`config.mk`:
```
export PLATFORM = sky130hd
export DESIGN_NAME = collatz_engine_flat
export DESIGN_NICKNAME = d
export VERILOG_FILES = /design/src/rtl/collatz_pkg.sv /design/src/rtl/collatz_if.sv /design/src/rtl/collatz_step.sv /design/src/rtl/collatz_engine.sv /design/src/flat_wrapper.sv
export SDC_FILE = /design/constraint.sdc
export NUM_CORES = 1
export LEC_CHECK = 0
export CAP_MARGIN = 40
export CELL_PAD_IN_SITES_DETAIL_PLACEMENT = 0
export CELL_PAD_IN_SITES_GLOBAL_PLACEMENT = 2
export CORE_ASPECT_RATIO = 1.4
export CORE_MARGIN = 10
export CORE_UTILIZATION = 33
export CTS_CLUSTER_DIAMETER = 120
export DETAILED_ROUTE_END_ITERATION = 8
export PLACE_DENSITY = 0.76
export SLEW_MARGIN = 20
export SYNTH_ARGS = -nofsm -noshare
export SYNTH_HDL_FRONTEND = slang
export SYNTH_SLANG_ARGS = --single-unit
export TNS_END_PERCENT = 1
```
`constraint.sdc`:
```
create_clock -name clk -period 3.5 [get_ports clk]
set_clock_uncertainty 0.2 [all_clocks]
set_input_delay 0.35 -clock clk [delete_from_list [all_inputs] [get_ports clk]]
set_output_delay 0.35 -clock clk [all_outputs]
set_load 0.005 [all_outputs]
```
`src/rtl/collatz_pkg.sv`:
```
// collatz_pkg: shared definitions for the Collatz step-count engine and the
// display path that consumes its step count.
//   state_e    : engine FSM states (IDLE, RUN, DONE)
//   DEF_*      : default seed / trajectory / count widths and saturation value
//   COUNT_MAX  : four-digit display limit, shared with the BCD converter side
package collatz_pkg;

    typedef enum logic [1:0] {
        IDLE = 2'd0,
        RUN  = 2'd1,
        DONE = 2'd2
    } state_e;

    localparam int DEF_W     = 16;
    localparam int DEF_IW    = 32;
    localparam int DEF_CW    = 14;
    localparam int COUNT_MAX = 9999;
    localparam int DEF_CMAX  = COUNT_MAX;

endpackage

```
`src/rtl/collatz_if.sv`:
```
// collatz_if: request/result bundle between a controller and collatz_engine.
// Handshake: the controller pulses start with seed valid in that cycle; the
// request is taken only when the engine is not busy. busy is high while
// iterating, done rises when the result is final and stays high until the
// next accepted start. steps/sat/err are valid whenever done is high.
//   master : drives start, seed; observes busy, done, steps, sat, err
//   slave  : the engine side
import collatz_pkg::*;

interface collatz_if #(
    parameter int W  = DEF_W,
    parameter int CW = DEF_CW
) ();
    logic          start;
    logic [W-1:0]  seed;
    logic          busy;
    logic          done;
    logic [CW-1:0] steps;
    logic          sat;
    logic          err;

    modport master (output start, seed, input busy, done, steps, sat, err);
    modport slave  (input start, seed, output busy, done, steps, sat, err);
endinterface

```
`src/rtl/collatz_step.sv`:
```
// collatz_step: one combinational Collatz step on an IW-bit value.
//   cur_i     : current trajectory value
//   next_o    : cur/2 if even, 3*cur+1 (low IW bits) if odd
//   is_one_o  : cur == 1
//   is_zero_o : cur == 0
//   ovf_o     : cur odd and 3*cur+1 does not fit in IW bits
import collatz_pkg::*;

module collatz_step #(
    parameter int IW = DEF_IW
) (
    input  logic [IW-1:0] cur_i,
    output logic [IW-1:0] next_o,
    output logic          is_one_o,
    output logic          is_zero_o,
    output logic          ovf_o
);
    // 3n+1 needs two extra bits to be exact for any IW-bit n.
    logic [IW+1:0] wide;
    logic [IW+1:0] r;

    always_comb begin
        wide      = {2'b00, cur_i};
        r         = (wide << 1) + wide + {{(IW+1){1'b0}}, 1'b1};
        is_one_o  = (cur_i == {{(IW-1){1'b0}}, 1'b1});
        is_zero_o = (cur_i == '0);
        ovf_o     = cur_i[0] & (r[IW+1:IW] != 2'b00);
        next_o    = cur_i[0] ? r[IW-1:0] : (cur_i >> 1);
    end
endmodule

```
`src/rtl/collatz_engine.sv`:
```
// collatz_engine: sequential Collatz iterator feeding the BCD display path.
//   clk     : rising-edge clock
//   rst_n   : asynchronous active-low reset
//   bus     : collatz_if slave (start/seed in; busy/done/steps/sat/err out)
//   state_o : current FSM state, for observation
// One step is applied per RUN cycle. busy/done are registered from the
// state register, so they trail the state by one cycle; this places done at
// T+k+2 for an accept at edge T and a seed needing k steps.
import collatz_pkg::*;

module collatz_engine #(
    parameter int W    = DEF_W,
    parameter int IW   = DEF_IW,
    parameter int CW   = DEF_CW,
    parameter int CMAX = DEF_CMAX
) (
    input  logic       clk,
    input  logic       rst_n,
    collatz_if.slave   bus,
    output state_e     state_o
);
    state_e        state_q, state_d;
    logic [IW-1:0] cur_q, cur_d;
    logic [CW-1:0] steps_q, steps_d;
    logic          sat_q, sat_d;
    logic          err_q, err_d;
    logic          busy_q, busy_d;
    logic          done_q, done_d;

    logic [IW-1:0] nxt;
    logic          is_one, is_zero, ovf;

    collatz_step #(.IW(IW)) u_step (
        .cur_i     (cur_q),
        .next_o    (nxt),
        .is_one_o  (is_one),
        .is_zero_o (is_zero),
        .ovf_o     (ovf)
    );

    always_ff @(posedge clk or negedge rst_n) begin
        if (!rst_n) begin
            state_q <= IDLE;
            cur_q   <= '0;
            steps_q <= '0;
            sat_q   <= 1'b0;
            err_q   <= 1'b0;
            busy_q  <= 1'b0;
            done_q  <= 1'b0;
        end else begin
            state_q <= state_d;
            cur_q   <= cur_d;
            steps_q <= steps_d;
            sat_q   <= sat_d;
            err_q   <= err_d;
            busy_q  <= busy_d;
            done_q  <= done_d;
        end
    end

    always_comb begin
        state_d = state_q;
        cur_d   = cur_q;
        steps_d = steps_q;
        sat_d   = sat_q;
        err_d   = err_q;
        busy_d  = (state_q == RUN);
        done_d  = (state_q == DONE);
        case (state_q)
            IDLE, DONE: begin
                if (bus.start) begin
                    cur_d   = IW'(bus.seed);
                    steps_d = '0;
                    sat_d   = 1'b0;
                    err_d   = 1'b0;
                    done_d  = 1'b0;
                    state_d = RUN;
                end
            end
            RUN: begin
                if (is_zero) begin
                    err_d   = 1'b1;
                    state_d = DONE;
                end else if (is_one) begin
                    state_d = DONE;
                end else if (ovf) begin
                    // Failing step is not applied: cur and steps stay put.
                    err_d   = 1'b1;
                    state_d = DONE;
                end else begin
                    cur_d = nxt;
                    // Saturated count holds; iteration still runs to 1.
                    if (steps_q == CW'(CMAX)) sat_d = 1'b1;
                    else                      steps_d = steps_q + CW'(1);
                end
            end
            default: state_d = IDLE;
        endcase
    end

    assign bus.busy  = busy_q;
    assign bus.done  = done_q;
    assign bus.steps = steps_q;
    assign bus.sat   = sat_q;
    assign bus.err   = err_q;
    assign state_o   = state_q;
endmodule

```
`src/flat_wrapper.sv`:
```
// flat-port wrapper written by rule: the top's interface ports become plain ports
module collatz_engine_flat 
#(
    parameter int W    = DEF_W,
    parameter int IW   = DEF_IW,
    parameter int CW   = DEF_CW,
    parameter int CMAX = DEF_CMAX
)
  (clk, rst_n, state_o, bus_start, bus_seed, bus_busy, bus_done, bus_steps, bus_sat, bus_err);
  collatz_if #(.W(W), .CW(CW)) bus_i ();
  input  logic clk;
  input  logic rst_n;
  output state_e state_o;
  input wire logic [$bits(bus_i.start)-1:0] bus_start;
  input wire logic [$bits(bus_i.seed)-1:0] bus_seed;
  output wire logic [$bits(bus_i.busy)-1:0] bus_busy;
  output wire logic [$bits(bus_i.done)-1:0] bus_done;
  output wire logic [$bits(bus_i.steps)-1:0] bus_steps;
  output wire logic [$bits(bus_i.sat)-1:0] bus_sat;
  output wire logic [$bits(bus_i.err)-1:0] bus_err;
  assign bus_i.start = bus_start;
  assign bus_i.seed = bus_seed;
  assign bus_busy = bus_i.busy;
  assign bus_done = bus_i.done;
  assign bus_steps = bus_i.steps;
  assign bus_sat = bus_i.sat;
  assign bus_err = bus_i.err;
  collatz_engine #(.W(W), .IW(IW), .CW(CW), .CMAX(CMAX)) u_core (.clk(clk), .rst_n(rst_n), .bus(bus_i), .state_o(state_o));
endmodule
```
Word level (Yosys, flattened, before mapping)

Cells that the tools add are included.

Register bits: 52
Bits in latches: 0
Memory bits (writable): 0
Bits in read-only memories: 0
Input bits: 19
Output and inout bits: 20
Logic and storage cells: 63
Memories: 0

$add $sub $neg: 3
$mul: 0
Divide/modulo/power cells: 0
Order comparisons: 0
Eq/ne operators: 13
Shifts and indexed selects: 0
Multiplexer cells: 29
Bitwise operators: 1
Reductions and logical operators: 10

Operators with widths:

| kind                    | count |
|---|---|
| $mux W32                | 5 |
| $mux W14                | 5 |
| $pmux W32 S2            | 1 |
| $add A33 B32 Y34        | 1 |
| $add A34 B1 Y34 const B | 1 |
| $eq A32 B1 Y1 const B   | 1 |
| $logic_not A32 Y1       | 1 |
| $pmux W14 S2            | 1 |
| $add A14 B1 Y14 const B | 1 |
| $eq A14 B14 Y1 const B  | 1 |
| $ne A2 B2 Y1 const B    | 6 |
| $reduce_and A6 Y1       | 2 |
| $mux W1                 | 10 |
| $mux W2                 | 4 |
| $ne A3 B3 Y1 const B    | 2 |
| $reduce_and A5 Y1       | 1 |
| $ne A4 B4 Y1 const B    | 1 |
| $pmux W1 S2             | 2 |
| $pmux W2 S2             | 1 |
| $reduce_and A4 Y1       | 1 |
| $reduce_bool A2 Y1      | 2 |
| $eq A2 B1 Y1 const B    | 1 |
| $eq A2 B2 Y1 const B    | 1 |
| $logic_not A2 Y1        | 1 |
| 3 further kinds         | 3 |

Logic depth before layout (Yosys ltp)

Gate-level depths: netlist (run 1).

Depth after elaboration: 8
Depth in mapped cells: 13
Gate-level depth less buffers: 11

By module

A second synthesis (run 1) with hierarchy kept.

Cell total of the unflattened synthesis: 678
Area, all modules: 5142.4 um2

By module, submodules not included:

| module         | instances | cells an instance | area each (um2) | seq. area each (um2) |
|---|---|---|---|---|
| collatz_step   | 1         | 403               | 2678.8          | 0.0 |
| collatz_engine | 1         | 275               | 2463.6          | 1301.2 |

Worst setup path after synthesis (run 1)

Ideal clock, no wire load.

Kind: register -> register
From: register u_core.cur_q[0]
To: register u_core.cur_q[10]
Setup time: 125 ps
Arrival time: 3283 ps
Slack: -108 ps
Stages on the path, launching flop included: 14
Buffers on the path: 2
Path through: dfrtp_1 -> clkinv_1 -> clkbuf_1 -> ha_1 -> a211oi_1 -> o21ai_1 -> a211oi_1 -> nor3_1 -> a311oi_2 -> o21a_2 -> o21ai_4 -> inv_4 -> buf_12 -> mux2_4

Word-level cells in the longest chain between the ends: 7
Elaborated cells between the ends (all ways): 15
Those cells by class: add/sub: 2; eq/ne: 4; mux: 5; bitwise: 1; reduce/logical: 3

RTL lines:

| item                   | line                 | source |
|---|---|---|
| from (decl)            | collatz_engine.sv:23 | `logic [IW-1:0] cur_q, cur_d;` |
| from (signal assigned) | collatz_engine.sv:52 | `cur_q <= cur_d;` |
| $add A33 B32 Y34       | collatz_step.sv:24   | `r = (wide << 1) + wide + {{(IW+1){1'b0}}, 1'b1};` |
| $add A34 B1 Y34        | collatz_step.sv:24   |  |
| $mux W32               | collatz_step.sv:28   | `next_o = cur_i[0] ? r[IW-1:0] : (cur_i >> 1);` |
| $mux W32               | collatz_engine.sv:86 | `end else if (ovf) begin` |
| $mux W32               | collatz_engine.sv:84 | `end else if (is_one) begin` |
| $mux W32               | collatz_engine.sv:81 | `if (is_zero) begin` |
| $pmux W32 S2           | collatz_engine.sv:69 | `case (state_q)` |

Parallel ways exist; a longest one is shown, timed or not. The select of a mux whose other input is x is not followed.
A chain may end at the register's enable or synchronous reset.

Worst setup path in the final report (run 1)

From: register u_core.cur_q[22]
To: register u_core.cur_q[19]

Word-level cells in the longest chain between the ends: 6
Elaborated cells between the ends (all ways): 10
Those cells by class: add/sub: 2; eq/ne: 4; bitwise: 1; reduce/logical: 3

RTL lines:

| item                                   | line               | source |
|---|---|---|
| $add A33 B32 Y34                       | collatz_step.sv:24 |  |
| $add A34 B1 Y34                        | collatz_step.sv:24 |  |
| $reduce_bool A2 Y1                     | collatz_step.sv:27 | `ovf_o = cur_i[0] & (r[IW+1:IW] != 2'b00);` |
| $and A1 B1 Y1                          | collatz_step.sv:27 |  |
| $ne A2 B2 Y1 (no source line)          | -                  |  |
| $reduce_and A5 Y1 (no source line) (*) | -                  |  |

Every way passes the cells marked *; elsewhere a longest branch is shown, timed or not.

==> impl_metrics.tcl, run 1 <==
set metrics [dict create \
    ys.flop_type "dfrtp_1" \
    yosysTopAreaCell "dfrtp_1" \
    final_max_slew_viol_count 0 \
    post-route-drc-count 0 \
    coreArea_mm2 0.0155 \
    power_switching_share 0.501 \
    yosys.cell_types.count 77 \
    hold_violations 0 \
    cts_tree "built" \
    grt_pass1_wl_um 28500 \
    synth_nets 707 \
    path_delay_family "simple AND/OR/NAND/NOR gates" \
    grt_max_degree 29 \
    tightest_slew_ps 732 \
    drv_cap 0 \
    ys_ff_latch 52 \
    critPathBufInv 1 \
    dp.final_hpwl_um 14000 \
    clk_latency_ps 300 \
    antenna_left 0 \
    cp_slowest_cell "or4_4" \
    syn_inst 634 \
    yosysWarningCount 0 \
    r2r_slack_ps 110 \
    seqPwrFrac 0.164 \
    async_flop_share 1.00 \
    synth_xor_area_frac 0.0202 \
    crit_type "reg -> reg" \
    fin_util 0.413 \
    antennaDiodeCount 0 \
    drive_above_1_share 0.148 \
    synth-edff-count 0 \
    numCtsBuffers 5 \
    powerDensity_mw_per_mm2 1040 \
    p_int_mw 3.31 \
    period_share 0.969 \
    cp-start-kind "register" \
    crit_chain "ha_1, nand4_2, or4_4, or2_0, o221a_4, mux2i_4, o21a_2, o21ai_4, inv_8, mux2_1" \
    grt_setup_unrepaired "yes" \
    yosysMostFrequentCell "nand2_1" \
    relSlewSlack 0.508 \
    switching_power_mw 3.33 \
    r2r_end "u_core.cur_q[19]$_DFFE_PN0P_" \
    clockPowerShare 0.091 \
    globalRouteOverflowTotal 0 \
    muxShareOfSynthArea 0.0795 \
    grt_util_all_layers 0.163 \
    synth_top_family_by_area "compound AO/OA/AOI/OAI gates" \
    setup_violations 0 \
    crit_required_ps 3480 \
    cp_max_fo 15 \
    drt-total-wl_um 17600 \
    first_global_vias 5264 \
    antenna_found_initial 0 \
    synth_fa_ha_area_frac 0.132 \
    fmax_mhz 295 \
    die-area_mm2 0.0212 \
    crit_arrival_ps 3380 \
    syn_to_final_growth_pct 23.4 \
    yosys.area.top_type_share 0.250 \
    cts.sinks 52 \
    endpoint_kind "register" \
    clockRootBuffer "clkbuf_16" \
    place_congestion 0.888 \
    synthTopCellsByArea "dfrtp_1 (25%), ha_1 (13%), a21oi_1 (5.3%)" \
    comb_power_share 0.745 \
    reg2reg_from "u_core.cur_q[22]$_DFFE_PN0P_" \
    synth_compound_area_frac 0.272 \
    synth.avg_cell_area_um2 8.19 \
    clock_path_buffers 2 \
    cp-startpoint "u_core.cur_q[22]$_DFFE_PN0P_" \
    die_height_um 168 \
    drtIter0Drc 278 \
    min_path_type "in -> async" \
    num_rows 54 \
    yosys.area_share.simple 0.184 \
    cts_max_level 2 \
    leakage_nw 2.92 \
    synth-seq-area-share 0.250 \
    num_vias 5050 \
    drt_pass1_iterations 4 \
    max-vdd-ir-drop_uv 462 \
    wl_per_cell_um 19.3 \
    die_w_um 126 \
    port_buffers 38 \
    fin_crit_ps 3390 \
    clkTransAtPathRegs_ps 80 \
    viasPerCell 5.55 \
    fin_tns_setup_ps 0 \
    syn_area_mm2 0.00519 \
    fin_cells 910 \
    nNetsFinal 786 \
    status "finished, final reports clean" \
    max_stage_delay_ps 550 \
    holdWs_ps 328 \
    synth_common_cells "nand2_1 (60), a21oi_1 (55), ha_1 (53), dfrtp_1 (52)" \
    r2r_cells 10 \
    io_pins 39 \
    initial_core_util 0.334 \
    placed_cells 894 \
]
-- final cells by class --
| cell class | instances | area (µm²) |
|---|---|---|
| Fill cell | 1601 | 9130 |
| Multi-Input combinational cell | 509 | 3640 |
| Sequential cell | 52 | 1310 |
| Timing Repair Buffer | 100 | 868 |
| Tap cell | 196 | 245 |
| Inverter | 45 | 178 |
| Clock buffer | 5 | 125 |
| Clock inverter | 3 | 46.3 |
-- how the worst max path moves through the flow --
stage / slack (ps) / endpoint / cells after the start
4_1_cts: 30 / u_core.cur_q[19]$_DFFE_PN0P_ / 11
5_1_grt: -10 / u_core.cur_q[31]$_DFFE_PN0P_ / 12
3_5_place_dp: -150 / u_core.cur_q[26]$_DFFE_PN0P_ / 11
6_report: 110 / u_core.cur_q[19]$_DFFE_PN0P_ / 10
2_1_floorplan: 50 / u_core.cur_q[10]$_DFFE_PN0P_ / 13
3_3_place_gp: -130 / u_core.cur_q[26]$_DFFE_PN0P_ / 11
-- state kept, by name, summed over array words and instances, names as in the netlist, named ones only --
name              cells
u_core.state_o        2
u_core.cur_q         31
u_core.bus.done       1
u_core.bus.steps     14
u_core.bus.busy       1
u_core.bus.sat        1
u_core.bus.err        1
-- kinds of logic after synthesis --
logic type      count (synthesis)
xor+xnor                       12
mux                            37
compound gates                211
buf+inv                        73
flops                          52
fa+ha+maj                      54
simple gates                  195
-- metrics by stage --
stage / setup slack (ps) / power, mW / instance area (µm²)
after detailed placement: -148 / 5.87 / 6100
after global routing: -13.9 / 7.25 / 6410
final: 108 / 6.65 / 6410
after CTS: 31.6 / 6.53 / 6290
after floorplan: 50.5 / 4.27 / 5200
after global placement: -128 / 5.82 / 6080
-- routing by layer --
metal  vias to the layer above  share of wire  wire length (µm)  global-route usage
li1                       2495              -                 -                   -
met3                        20          0.030               527              0.0247
met5                         -              0                 0                   0
met4                         0          0.022               387              0.0486
met2                        75           0.54              9430               0.307
met1                      2460           0.41              7250               0.181
-- power groups by stage --
stage	clock network [mW]	logic [mW]	registers [mW]
2_1_floorplan	0	3.24	1.03
3_3_place_gp	0	4.73	1.10
3_5_place_dp	0	4.77	1.10
4_1_cts	0.624	4.81	1.10
5_1_grt	0.642	5.48	1.13
6_report	0.604	4.95	1.09
-- worst reg2reg max path, cell delays in order (launching register included) --
cell,delay (ps)
dfrtp_2,440
ha_1,330
nand4_2,130
or4_4,550
or2_0,230
o221a_4,260
mux2i_4,210
o21a_2,250
o21ai_4,220
inv_8,120
mux2_1,340
-- what timing repair did --
item / in CTS / in global routing
hold buffers: 1 / 0
setup buffers: 0 / 7
gates resized for setup: 4 / 18
pin swaps: 0 / 2
setup endpoints to repair: 19 / 31
hold endpoints to repair: 17 / 0
-- placed cells by master, fill, tap and decap left out, types with 3 or more instances in the layout --
| cell type | netlist | layout |
|---|---|---|
| a2111o_1 | 8 | 8 |
| a211o_1 | 5 | 5 |
| a211oi_1 | 15 | 12 |
| a211oi_2 | 0 | 3 |
| a21o_1 | 17 | 17 |
| a21oi_1 | 55 | 55 |
| a31oi_1 | 11 | 11 |
| and2_1 | 5 | 5 |
| and3_1 | 9 | 9 |
| buf_4 | 5 | 59 |
| clkbuf_16 | 0 | 5 |
| clkdlybuf4s50_1 | 0 | 37 |
| dfrtp_1 | 52 | 46 |
| dfrtp_2 | 0 | 6 |
| ha_1 | 53 | 50 |
| inv_1 | 43 | 43 |
| mux2_1 | 6 | 6 |
| mux2_4 | 4 | 4 |
| mux2i_1 | 24 | 24 |
| nand2_1 | 60 | 60 |
| nand2b_1 | 9 | 9 |
| nand3_1 | 26 | 26 |
| nand3b_1 | 3 | 3 |
| nand4_1 | 11 | 11 |
| nor2_1 | 43 | 43 |
| nor2b_1 | 3 | 3 |
| nor3_1 | 9 | 9 |
| o2111ai_1 | 5 | 5 |
| o211ai_1 | 4 | 4 |
| o21a_1 | 3 | 3 |
| o21ai_0 | 32 | 30 |
| o21ai_1 | 12 | 14 |
| o21bai_1 | 4 | 4 |
| o22ai_1 | 6 | 4 |
| o31ai_1 | 5 | 5 |
| or3_1 | 5 | 5 |
| xnor2_1 | 6 | 6 |
| xor2_1 | 6 | 6 |
Note: power is estimated with default switching activity, not from simulation.
==> run 2: changes to the inputs <==
CORE_MARGIN = 3   (was 10)
==> run 2 against run 1 <==
  * Sequential share of layout area fell by 0.24 points
  * Cell count fell by 0.22%
  * Total power rose by 0.92%
  * Fmax fell by 2.2%
  * Sequential cell count did not move
  * Combinational power rose by 0.8%
  * Critical endpoint is now u_core.cur_q[10]$_DFFE_PN0P_
  * Non-clock buffer count rose by 1
  * Sequential power barely moved
==> impl_metrics.tcl, run 2 (same netlist as run 1, synthesis figures left out) <==
set metrics [dict create \
    dp.final_hpwl_um 13300 \
    initial_core_util 0.341 \
    relSlewSlack 0.591 \
    place_congestion 0.850 \
    syn_to_final_growth_pct 25.4 \
    die-area_mm2 0.0173 \
    drt_pass1_iterations 4 \
    post-route-drc-count 0 \
    fin_crit_ps 3470 \
    grt_pass1_wl_um 27600 \
    clk_latency_ps 310 \
    hold_end "u_core.bus.sat$_DFFE_PN0P_" \
    io_pins 39 \
    clock_path_buffers 2 \
    antenna_left 0 \
    setup_violations 0 \
    cts_tree "built" \
    cts_max_level 2 \
    globalRouteOverflowTotal 0 \
    max-vdd-ir-drop_uv 399 \
    endpoint_kind "register" \
    grt_setup_unrepaired "yes" \
    worstHoldStart "u_core.bus.sat$_DFFE_PN0P_" \
    clockRootBuffer "clkbuf_16" \
    status "finished, final reports clean" \
    port_buffers 38 \
    cp.depth 11 \
    final_max_slew_viol_count 0 \
    crit_arrival_ps 3460 \
    r2r_slack_ps 30 \
    largest_register "u_core.cur_q" \
    nNetsFinal 788 \
    hold_violations 0 \
    fin_util 0.427 \
    min_path_type "reg -> reg" \
    cp_max_fo 7 \
    die_height_um 154 \
    period_share 0.991 \
    drtIter0Drc 212 \
    wl_per_cell_um 19.1 \
    die_w_um 112 \
    crit_required_ps 3490 \
    viasPerCell 5.67 \
    crit_chain "inv_2, ha_4, nand2_4, or4_4, or2_0, o221a_2, mux2i_4, o21a_2, o21ai_4, clkinv_4, mux2_4" \
    num_rows 53 \
    tightest_slew_ps 609 \
    coreArea_mm2 0.0153 \
    drt-total-wl_um 17300 \
    cp-start-kind "register" \
    path_delay_family "simple AND/OR/NAND/NOR gates" \
    r2r_end "u_core.cur_q[10]$_DFFE_PN0P_" \
    fin_tns_setup_ps 0 \
    drive_above_1_share 0.180 \
    leakage_nw 2.92 \
    crit_type "reg -> reg" \
    reg2reg_from "u_core.cur_q[18]$_DFFE_PN0P_" \
    antennaDiodeCount 0 \
    r2r_cells 11 \
    max_stage_delay_ps 540 \
    grt_max_degree 38 \
    antenna_found_initial 0 \
    numCtsBuffers 5 \
    cts.sinks 52 \
    first_global_vias 5320 \
    cp_slowest_cell "or4_4" \
    num_vias 5151 \
    powerDensity_mw_per_mm2 1030 \
    layout_common_cells "nand2_1 (60), buf_4 (60), a21oi_1 (52)" \
    grt_util_all_layers 0.197 \
    largest_register_ff_count 31 \
    critPathBufInv 2 \
    fmax_mhz 288 \
    clkTransAtPathRegs_ps 80 \
    drv_cap 0 \
    whs_path_depth 1 \
    power_mw 6.71 \
]
[run 2: report_power, final]
| group | internal, mW | switching, mW |
|---|---|---|
| clock | 0.342 | 0.258 |
| combinational | 2.18 | 2.80 |
| sequential | 0.838 | 0.282 |
[run 2: how the worst max path moves through the flow]
stage,from,to,slack [ps]
after global placement,u_core.cur_q[22]$_DFFE_PN0P_,u_core.cur_q[6]$_DFFE_PN0P_,140
final,u_core.cur_q[18]$_DFFE_PN0P_,u_core.cur_q[10]$_DFFE_PN0P_,30
after global routing,u_core.cur_q[19]$_DFFE_PN0P_,u_core.cur_q[10]$_DFFE_PN0P_,-40
after CTS,u_core.cur_q[20]$_DFFE_PN0P_,u_core.cur_q[24]$_DFFE_PN0P_,30
after floorplan,u_core.cur_q[0]$_DFFE_PN0P_,u_core.cur_q[10]$_DFFE_PN0P_,50
after detailed placement,u_core.cur_q[20]$_DFFE_PN0P_,u_core.cur_q[22]$_DFFE_PN0P_,40
[run 2: through the flow]
stage / std cells / area [µm²] / hold WS [ps] / setup slack, ps
after floorplan: 634 / 5200 / -146 / 50.5
after global placement: 884 / 6020 / 99.8 / 138
after detailed placement: 884 / 6020 / 109 / 38.4
after CTS: 893 / 6200 / 310 / 27.6
after global routing: 908 / 6510 / 349 / -37.1
final: 908 / 6510 / 298 / 30.0
[run 2: area by class of cell]
type	instances	area [µm²]
multi-input combinational	509	3740
timing repair inverter	1	8.76
inverter	45	178
tap	192	240
clock inverter	2	38.8
clock buffer	6	129
fill	1546	8740
sequential	52	1310
timing repair buffer	101	867
[run 2: worst register-to-register path: cells and delay by family (launching register included)]
kind	cells	cell delay, ps
and+or+nand+nor	3	850
AOI/OAI and AO/OA	3	820
DFF	1	430
adders and majority gates	1	280
buffers and inverters	2	260
muxes	2	520
[run 2: repair_timing]
action	4_1_cts	5_1_grt
hold endpoints to repair	15	0
endpoints found under the setup margin	0	35
gates resized for setup	0	45
buffers inserted	0	14
hold buffers	1	0
[run 2: layer usage]
metal,GRT usage,wire length [µm]
met5,0,0
met4,0.0733,540
met1,0.233,7260
met2,0.358,8930
met3,0.0290,580
==> run 3: changes to the inputs <==
PLACE_DENSITY = 0.75   (was 0.76)
==> run 3 against run 2 <==
  * Non-clock buffer count decreased by 2
  * Worst setup slack improved by 10 ps
  * First-iteration DRC count increased by 26%
  * Global-route usage increased by 0.44 points
  * Core utilization decreased by 0.12 points
  * Clock power about the same
  * Critical endpoint is now u_core.cur_q[22]$_DFFE_PN0P_
  * Register-to-register slack about the same
  * Die area unchanged
  * Largest cell class unchanged
  * Routed wire length increased by 2.2%
  * Sequential power about the same
  * Worst hold slack got worse by 41 ps
  * Total power about the same
==> impl_metrics.tcl, run 3 (same netlist as run 1, synthesis figures left out) <==
set metrics [dict create \
    status "finished, final reports clean" \
    drv_cap 0 \
    final_max_slew_viol_count 0 \
    clockRootBuffer "clkbuf_16" \
    largest_register_ff_count 31 \
    grt_pass1_wl_um 27900 \
    die-area_mm2 0.0173 \
    cts_tree "built" \
    die_w_um 112 \
    min_path_type "in -> async" \
    fill_cells 1564 \
    layout_common_cells "nand2_1 (60), buf_4 (57), a21oi_1 (53)" \
    globalRouteOverflowTotal 0 \
    grt_setup_unrepaired "yes" \
    period_share 0.989 \
    cts.sinks 52 \
    grt_max_degree 28 \
    drt-total-wl_um 17700 \
    leakage_nw 2.92 \
    placed_cells 885 \
    coreArea_mm2 0.0153 \
    p_int_mw 3.35 \
    setup_violations 0 \
    crit_required_ps 3480 \
    initial_core_util 0.341 \
    cp_max_fo 8 \
    hold_violations 0 \
    dp.final_hpwl_um 13600 \
    drt_pass1_iterations 5 \
    place_congestion 0.914 \
    crit_chain "ha_1, nand3_2, or4_4, or2_0, o221a_2, mux2i_4, o21a_2, o21ai_4, clkinv_8, buf_12, mux2_1" \
    fin_util 0.426 \
    powerDensity_mw_per_mm2 1030 \
    clkTransAtPathRegs_ps 80 \
    clock_path_buffers 2 \
    grt_busiest_layer "met2" \
    antenna_left 0 \
    largest_register "u_core.cur_q" \
    use_met1 0.240 \
    power_switching_share 0.499 \
    num_vias 5134 \
    port_buffers 38 \
    fmax_mhz 289 \
    post-route-drc-count 0 \
    wl_per_cell_um 19.6 \
    die_height_um 154 \
    relSlewSlack 0.551 \
    first_global_vias 5144 \
    max-vdd-ir-drop_uv 441 \
    switching_power_mw 3.35 \
    seqPwrFrac 0.166 \
    layout_commonest_cell "nand2_1" \
    tightest_slew_ps 665 \
    grt_util_all_layers 0.201 \
    antenna_found_initial 0 \
    drtIter0Drc 268 \
    cp-start-kind "register" \
    viasPerCell 5.67 \
    power_mw 6.70 \
    drive_above_1_share 0.175 \
    cp_slowest_cell "or4_4" \
    clockPowerShare 0.089 \
    grt_use_met3 0.0188 \
    fin_crit_ps 3460 \
    clk_latency_ps 310 \
    antennaDiodeCount 0 \
    max_stage_delay_ps 510 \
    crit_type "reg -> reg" \
    fin_cells 905 \
    io_pins 39 \
    use_met2 0.375 \
    syn_to_final_growth_pct 25.0 \
    endpoint_kind "register" \
    numCtsBuffers 5 \
    cts_max_level 2 \
    crit_arrival_ps 3440 \
    num_rows 53 \
    nNetsFinal 785 \
    comb_power_share 0.745 \
]
run 3: cell count changes in the layout (fill, tap and decap cells not counted), sizes merged:
cell,change
clkbuf,-1
inv,-1
clkinvlp,+1
buf,-2
run 3: routing by layer:
layer | vias to the layer above | share of wire | wire [µm]
met1 | 2490 | 0.42 | 7400
met4 | 0 | 0.032 | 573
li1 | 2500 | - | -
met3 | 31 | 0.030 | 532
met5 | - | 0 | 0
met2 | 113 | 0.52 | 9190
run 3: final cells by class:
| cell class | count | area (µm²) | area share |
|---|---|---|---|
| flip-flops and latches | 52 | 1320 | 0.202 |
| well taps | 192 | 240 | 0.0370 |
| multi-input cells | 509 | 3720 | 0.573 |
| clock buffers | 5 | 125 | 0.0193 |
| repair buffers | 99 | 865 | 0.133 |
| clock inverters | 3 | 46.3 | 0.00713 |
| inverters | 45 | 183 | 0.0281 |
run 3: path summary, 6_finish.rpt:
| check | from | cells past startpoint | endpoint | slack, ps |
|---|---|---|---|---|
| worst max-delay path | u_core.cur_q[25]$_DFFE_PN0P_ | 11 | u_core.cur_q[22]$_DFFE_PN0P_ | 40 |
| worst max register to register | u_core.cur_q[25]$_DFFE_PN0P_ | 11 | u_core.cur_q[22]$_DFFE_PN0P_ | 40 |
| worst min-delay path | rst_n | 2 | u_core.cur_q[12]$_DFFE_PN0P_ | 260 |
| worst min register to register | u_core.bus.sat$_DFFE_PN0P_ | 1 | u_core.bus.sat$_DFFE_PN0P_ | 300 |
| max in group asynchronous | rst_n | 4 | u_core.cur_q[0]$_DFFE_PN0P_ | 2030 |
| min in group clk | u_core.bus.sat$_DFFE_PN0P_ | 1 | u_core.bus.sat$_DFFE_PN0P_ | 300 |
run 3: timing repair:
item / in CTS / in global routing
endpoints found under the hold margin: 9 / 0
endpoints found under the setup margin: 7 / 32
pin swaps: 0 / 5
hold buffers: 1 / 0
gates resized for setup: 1 / 40
buffers inserted: 0 / 11
run 3: worst max-delay path: cells and delay by family (launching register included):
kind	cells	cell delay, ps
muxes	2	520
AOI/OAI and AO/OA	3	750
buffers and inverters	2	220
and+or+nand+nor	3	840
DFF	1	450
adders and majority gates	1	330
run 3: per-stage QoR:
step                      instance area [µm²]  hold slack, ps  setup slack (ps)  setup TNS, ps
after floorplan                          5200            -146              50.5              0
after CTS                                6220             269              2.59              0
after detailed placement                 6040            51.1             -1.10          -1.10
final                                    6490             257              40.2              0
after global placement                   6020             280              17.0              0
after global routing                     6490             279             -12.0          -21.7
run 3: power groups by stage:
stage	Sequential, mW	Combinational (mW)	Clock, mW
after floorplan	1.03	3.24	0
after global placement	1.09	4.63	0
after detailed placement	1.10	4.66	0
after CTS	1.09	4.68	0.623
after global routing	1.15	5.50	0.640
final	1.11	4.99	0.598
